--- src/rtl/conv_pkg.sv ---
// Shared types for the convolution MAC engine.
//   engine_state_e : engine FSM states
//   tap_tag_t      : valid/first/last tag that travels beside each tap in the pipeline
//   acc_width()    : accumulator width that holds F_SIZE full-precision products
package conv_pkg;

  typedef enum logic [1:0] {
    IDLE  = 2'd0,
    RUN   = 2'd1,
    DRAIN = 2'd2,
    HOLD  = 2'd3
  } engine_state_e;

  // Tap tag. The first tap of an output restarts the sum. The last tap of an
  // output marks the point where the finished sum is ready to publish.
  typedef struct packed {
    logic valid;
    logic first;
    logic last;
  } tap_tag_t;

  // A sum of F_SIZE products, each 2*D_WIDTH bits wide, grows by at most
  // clog2(F_SIZE) bits.
  function automatic int acc_width(input int d_width, input int f_size);
    return 2 * d_width + $clog2(f_size);
  endfunction

endpackage

--- src/rtl/conv_mac_unit.sv ---
// Multiply/accumulate back end of the convolution engine.
//   S2: registers the signed product of the x and f samples read in S1.
//   S3: acc_q += sign-extended product. The first tap of an output replaces acc_q instead.
// Ports:
//   clk, reset       clock and synchronous active-high reset
//   flush            clears the accumulator and drops the in-flight tag
//   in_tag           tag of the tap whose memory data is on x_data/f_data (S1)
//   x_data, f_data   signed samples returned by the memories
//   acc_next         accumulator value being written this cycle
//   sum_done         the last tap of an output is being accumulated this cycle
module conv_mac_unit
  import conv_pkg::*;
#(
  parameter int D_WIDTH   = 8,
  parameter int ACC_WIDTH = 21
) (
  input  logic                        clk,
  input  logic                        reset,
  input  logic                        flush,
  input  tap_tag_t                    in_tag,
  input  logic signed [D_WIDTH-1:0]   x_data,
  input  logic signed [D_WIDTH-1:0]   f_data,
  output logic signed [ACC_WIDTH-1:0] acc_next,
  output logic                        sum_done
);

  localparam int P_WIDTH = 2 * D_WIDTH;

  tap_tag_t                    s2_tag_d, s2_tag_q;
  logic signed [P_WIDTH-1:0]   prod_d, prod_q;
  logic signed [ACC_WIDTH-1:0] prod_ext, acc_base, acc_d, acc_q;

  // NOTE: every always_comb output gets a value before any branch, so no
  // path leaves a signal unassigned and no latch is inferred.
  always_comb begin
    s2_tag_d = flush ? '0 : in_tag;
    prod_d   = P_WIDTH'(x_data) * P_WIDTH'(f_data);
    prod_ext = {{(ACC_WIDTH - P_WIDTH){prod_q[P_WIDTH-1]}}, prod_q};
    acc_base = s2_tag_q.first ? '0 : acc_q;
    acc_d    = acc_q;
    if (flush) begin
      acc_d = '0;
    end else if (s2_tag_q.valid) begin
      acc_d = acc_base + prod_ext;
    end
    sum_done = s2_tag_q.valid && s2_tag_q.last && !flush;
  end

  assign acc_next = acc_d;

  // NOTE: state registers use non-blocking assignments so that every flop
  // samples values from before the edge, whatever order the blocks run in.
  always_ff @(posedge clk) begin
    if (reset) begin
      s2_tag_q <= '0;
      prod_q   <= '0;
      acc_q    <= '0;
    end else begin
      s2_tag_q <= s2_tag_d;
      prod_q   <= prod_d;
      acc_q    <= acc_d;
    end
  end

endmodule

--- src/rtl/conv_mac_engine.sv ---
// Convolution datapath engine: y[k] = sum_j x[base+j] * f[j], j = 0..F_SIZE-1.
// It walks F_SIZE taps through a read/multiply/accumulate pipeline. It publishes
// y_data with a one-cycle conv_start pulse. After each accepted output, it slides
// the circular x window by one sample.
// Optional build macro: CONV_MAC_RELU_EN clamps negative results to zero.
// Ports:
//   clk, reset             clock and synchronous active-high reset
//   xmem_full, fmem_ready  start condition: x window and filter are loaded
//   y_accept               output consumed and next x sample written (acted on in HOLD only)
//   conv_done              end of vector: return to IDLE and rewind base
//   xmem_addr, fmem_addr   read addresses; memories return data one cycle later
//   xmem_data, fmem_data   signed read data
//   y_data                 signed result, held until the next conv_start
//   conv_start             one-cycle pulse in the cycle y_data changes
// The latency is F_SIZE+2 cycles. Cycle 0 is the first cycle in RUN.
module conv_mac_engine
  import conv_pkg::*;
#(
  parameter int   X_MEM_ADDR_WIDTH = 5,
  parameter int   F_SIZE           = 32,
  parameter int   D_WIDTH          = 8,
  localparam int  ACC_WIDTH        = acc_width(D_WIDTH, F_SIZE),
  localparam int  TAP_WIDTH        = $clog2(F_SIZE)
) (
  input  logic                        clk,
  input  logic                        reset,
  input  logic                        xmem_full,
  input  logic                        fmem_ready,
  input  logic                        y_accept,
  input  logic                        conv_done,
  output logic [X_MEM_ADDR_WIDTH-1:0] xmem_addr,
  output logic [TAP_WIDTH-1:0]        fmem_addr,
  input  logic [D_WIDTH-1:0]          xmem_data,
  input  logic [D_WIDTH-1:0]          fmem_data,
  output logic signed [ACC_WIDTH-1:0] y_data,
  output logic                        conv_start
);

  localparam logic [TAP_WIDTH-1:0] TAP_LAST = TAP_WIDTH'(F_SIZE - 1);

  engine_state_e                 state_d, state_q;
  logic [TAP_WIDTH-1:0]          tap_d, tap_q;
  logic [X_MEM_ADDR_WIDTH-1:0]   base_d, base_q;
  tap_tag_t                      s1_tag_d, s1_tag_q;
  logic signed [ACC_WIDTH-1:0]   y_data_d, y_data_q;
  logic                          conv_start_d, conv_start_q;
  logic signed [ACC_WIDTH-1:0]   mac_sum;
  logic                          mac_done;
  logic signed [ACC_WIDTH-1:0]   y_result;

  // The x address wraps naturally at the circular buffer depth.
  assign xmem_addr  = base_q + X_MEM_ADDR_WIDTH'(tap_q);
  assign fmem_addr  = tap_q;
  assign y_data     = y_data_q;
  assign conv_start = conv_start_q;

`ifdef CONV_MAC_RELU_EN
  assign y_result = mac_sum[ACC_WIDTH-1] ? '0 : mac_sum;
`else
  assign y_result = mac_sum;
`endif

  always_comb begin
    state_d      = state_q;
    tap_d        = tap_q;
    base_d       = base_q;
    s1_tag_d     = '0;
    y_data_d     = y_data_q;
    conv_start_d = 1'b0;

    case (state_q)
      IDLE: begin
        if (xmem_full && fmem_ready) begin
          state_d = RUN;
          tap_d   = '0;
        end
      end
      RUN: begin
        // The tag enters S1 together with the read issued this cycle.
        s1_tag_d.valid = 1'b1;
        s1_tag_d.first = (tap_q == '0);
        s1_tag_d.last  = (tap_q == TAP_LAST);
        if (tap_q == TAP_LAST) begin
          tap_d   = '0;
          state_d = DRAIN;
        end else begin
          tap_d = tap_q + TAP_WIDTH'(1);
        end
      end
      DRAIN: begin
        // Publish from the accumulator's next value. This saves a cycle
        // compared with waiting for acc_q.
        if (mac_done) begin
          y_data_d     = y_result;
          conv_start_d = 1'b1;
          state_d      = HOLD;
        end
      end
      HOLD: begin
        if (y_accept) begin
          base_d  = base_q + X_MEM_ADDR_WIDTH'(1);
          state_d = RUN;
        end
      end
      default: state_d = IDLE;
    endcase

    // conv_done overrides any state, including a y_accept in the same cycle.
    // The held y_data is left unchanged.
    if (conv_done) begin
      state_d      = IDLE;
      tap_d        = '0;
      base_d       = '0;
      s1_tag_d     = '0;
      y_data_d     = y_data_q;
      conv_start_d = 1'b0;
    end
  end

  always_ff @(posedge clk) begin
    if (reset) begin
      state_q      <= IDLE;
      tap_q        <= '0;
      base_q       <= '0;
      s1_tag_q     <= '0;
      y_data_q     <= '0;
      conv_start_q <= 1'b0;
    end else begin
      state_q      <= state_d;
      tap_q        <= tap_d;
      base_q       <= base_d;
      s1_tag_q     <= s1_tag_d;
      y_data_q     <= y_data_d;
      conv_start_q <= conv_start_d;
    end
  end

  conv_mac_unit #(
    .D_WIDTH   (D_WIDTH),
    .ACC_WIDTH (ACC_WIDTH)
  ) u_mac (
    .clk      (clk),
    .reset    (reset),
    .flush    (conv_done),
    .in_tag   (s1_tag_q),
    .x_data   (xmem_data),
    .f_data   (fmem_data),
    .acc_next (mac_sum),
    .sum_done (mac_done)
  );

endmodule

--- config.mk ---
export PLATFORM = sky130hd
export DESIGN_NAME = conv_mac_engine
export DESIGN_NICKNAME = d
export VERILOG_FILES = /design/src/rtl/conv_pkg.sv /design/src/rtl/conv_mac_unit.sv /design/src/rtl/conv_mac_engine.sv
export SDC_FILE = /design/constraint.sdc
export NUM_CORES = 1
export LEC_CHECK = 0
export CAP_MARGIN = 20
export CORE_ASPECT_RATIO = 1.2
export CORE_MARGIN = 2
export CORE_UTILIZATION = 50
export CTS_CLUSTER_SIZE = 10
export DETAILED_ROUTE_END_ITERATION = 16
export PLACE_DENSITY = 0.71
export SYNTH_ARGS = -nofsm -noshare
export SYNTH_HDL_FRONTEND = slang
export SYNTH_SLANG_ARGS = --single-unit
--- constraint.sdc ---
create_clock -name clk -period 5.25 [get_ports clk]
set_input_delay 1.05 -clock clk [delete_from_list [all_inputs] [get_ports clk]]
set_output_delay 1.05 -clock clk [all_outputs]
set_load 0.01 [all_outputs]
==> qor.yml <==
muxShareOfSynthArea_pct: 1.77
vdd_drop_max_uv: 236
ios: 54
path_max_fanout: 4
slew_viol_final: 0
drt_first_pass_iters: 5
syn_avg_cell_area_um2: 8.59
leakage_nw: 3.80
critPathTopFamily: "adder cells"
crit_type: "input pin to flip-flop"
path_depth: 17
synth_cell_types: 70
finalNonFillerCells: 1076
fp.dieH_um: 133
status: "finished, final reports clean"
finalNetCount: 1041
dpl.hpwl_um: 13400
cpMostUsedCell: "fa_1"
die_w_um: 111
hold-worst-slack_ps: 430
clkTransAtPathRegs_ps: 60
required_ps: 5460
grtUsageTotal_pct: 23.1
max_freq_ghz: 0.195
antenna_cells: 0
placed_cell_area_um2: 7980
fin_setup_tns_ps: 0
synth_top_family_by_area: "adder cells"
ys.flop_type: "dfxtp_1"
hold_path.class: "flip-flop to flip-flop"
overflow: 0
fin_crit_sh_pct: 97.6
cpMaxStageDelayCell: "fa_1"
dr.first_iter.drc_count: 333
met3_length_um: 594
grt_first_pass_wirelength_um: 28200
reg2reg_slack_ps: 2140
worst_slew_pin_slew_ps: 1020
hold_viol_final: 0
layout_common_cells: "103 x inv_1, 77 x dfxtp_1, 62 x ha_1"
htreeDepth: 3
drt.antenna.violating_nets: 0
row_count: 47
synthSimpleGateAreaFrac_pct: 21.5
post_cts_buffers: 0
ys_ff_latch: 77
syn_inst: 806
wl_met1_um: 6990
synth-xor-area-share_pct: 4.17
die_area_um2: 14800
ys_seq_area_share_pct: 22.3
synth_compound_area_share_pct: 15.1
ys_warn_count: 0
drive_above_1_share_pct: 10.3
synth_edf_count: 0
period_needed_ps: 5120
maxSlewHeadroom_pct: 32.0
synth_nets: 947
rsz0062_at_grt: "yes"
vias: 5943
dr_wl_met2_um: 8600
grt_max_degree: 23
arrival_ps: 5330
max_stage_delay_ps: 540
initial_core_util_pct: 50.7
synth_area_um2: 6920
numCtsBuffers: 9
reg2reg_depth: 8
finClkSkew_ps: 10.3
vias_per_cell: 5.52
port_buffers: 53
place_inst: 1060
critPathLaunchType: "input pin"
cts_tree: "built"
maxCapViolCount: 0
clock-sinks: 77
cts-root-buf: "clkbuf_16"
routedWlPerCell_um: 15.6
grt_pass1_vias: 6030
whs_path_depth: 1
top_layer: "met4"
clk_latency_ps: 340
core-area_um2: 13600
async_flop_share_pct: 0
synthAdderAreaFrac_pct: 27.7
areaGrowthSynthToFinish_pct: 20.2
final_common_cell: "inv_1"
drc: 0
crit_chain: "clkdlybuf4s50_1, nand2b_1, fa_1, fa_1, inv_1, fa_1, inv_1, fa_1, inv_1, ha_1, buf_4, o21a_1, o31a_1, o31a_1, o21a_1, nor3_1, nor3_2"
endpoint_kind: "flip-flop"
clock_path_buffers: 2
place.gp.congestion: 0.927
setup_viol: 0
powerDensity_nw_per_um2: 336
antenna_found_initial: 0
fin_area_um2: 8320
worst-path-buf-inv: 5
wl_um: 16800
==> kinds of logic (layout without fill, tap and decap cells) <==
family          count (synthesis)  after routing
compound gates                147            147
xor+xnor                       33             33
fa+ha+maj                     119            119
buf+inv                       132            231
flops                          77             77
mux                            12             12
simple gates                  286            286
==> cells in the mapped netlist (13+ instances only) <==
cell | count | share of area [%]
nor2_1 | 55 | 3.0
nand2_1 | 52 | 2.8
fa_1 | 57 | 16
inv_1 | 103 | 5.6
nand4_1 | 14 | 1.3
a21oi_1 | 30 | 2.2
ha_1 | 62 | 11
dfxtp_1 | 77 | 22
a211oi_1 | 13 | 1.4
nor2b_1 | 32 | 2.9
xor2_1 | 16 | 2.0
nand3_1 | 26 | 1.9
clkbuf_1 | 16 | 0.87
nor3_1 | 17 | 1.2
and2_1 | 49 | 4.4
xnor2_1 | 17 | 2.2
o21ai_0 | 25 | 1.8
==> flip-flops by register name (all words and copies together), names as in the netlist <==
name	count
base_q	5
conv_start	1
fmem_addr	5
s1_tag_q	3
state_q	2
u_mac.acc_q	21
u_mac.prod_q	16
u_mac.s2_tag_q	3
y_data	21
==> report_power, final <==
group / internal, mW / switching (mW)
clock network: 0.367 / 0.245
logic: 0.732 / 0.791
registers: 0.633 / 0.0266
==> cell type report <==
type | count | area [um^2]
Multi-Input combinational cell | 597 | 4890
Inverter | 104 | 390
Sequential cell | 77 | 1540
Fill cell | 1184 | 5330
Clock inverter | 6 | 63.8
Clock buffer | 10 | 229
Timing Repair Buffer | 111 | 991
Tap cell | 171 | 214
==> layer usage <==
layer | vias up | track usage [%]
li1 | 2906 | -
met1 | 2843 | 27.0
met2 | 145 | 41.4
met3 | 49 | 3.48
met4 | 0 | 10.9
met5 | - | 0
==> repair_timing <==
item	4_1_cts	5_1_grt
endpoints found under the setup margin	0	4
resized for setup	0	17
hold buffers	0	0
==> metrics by stage <==
| step | worst slack (ps) | power (mW) | utilization (%) |
|---|---|---|---|
| 2_1_floorplan | 379 | 1.68 | - |
| 3_3_place_gp | -190 | 2.10 | 58.5 |
| 3_5_place_dp | -347 | 2.16 | 58.5 |
| 4_1_cts | 6.26 | 2.78 | 60.6 |
| 5_1_grt | -23.4 | 3.03 | 61.0 |
| 6_report | 128 | 2.79 | 61.0 |
==> final timing paths <==
kind,startpoint,to
hold reg to reg,s1_tag_q[1],u_mac.s2_tag_q[1]
setup reg to reg,u_mac.s2_tag_q[1],y_data[16]
setup / recovery,xmem_data[0],u_mac.prod_q[12]
hold / removal,s1_tag_q[1],u_mac.s2_tag_q[1]
(Power assumes the default switching activity.)
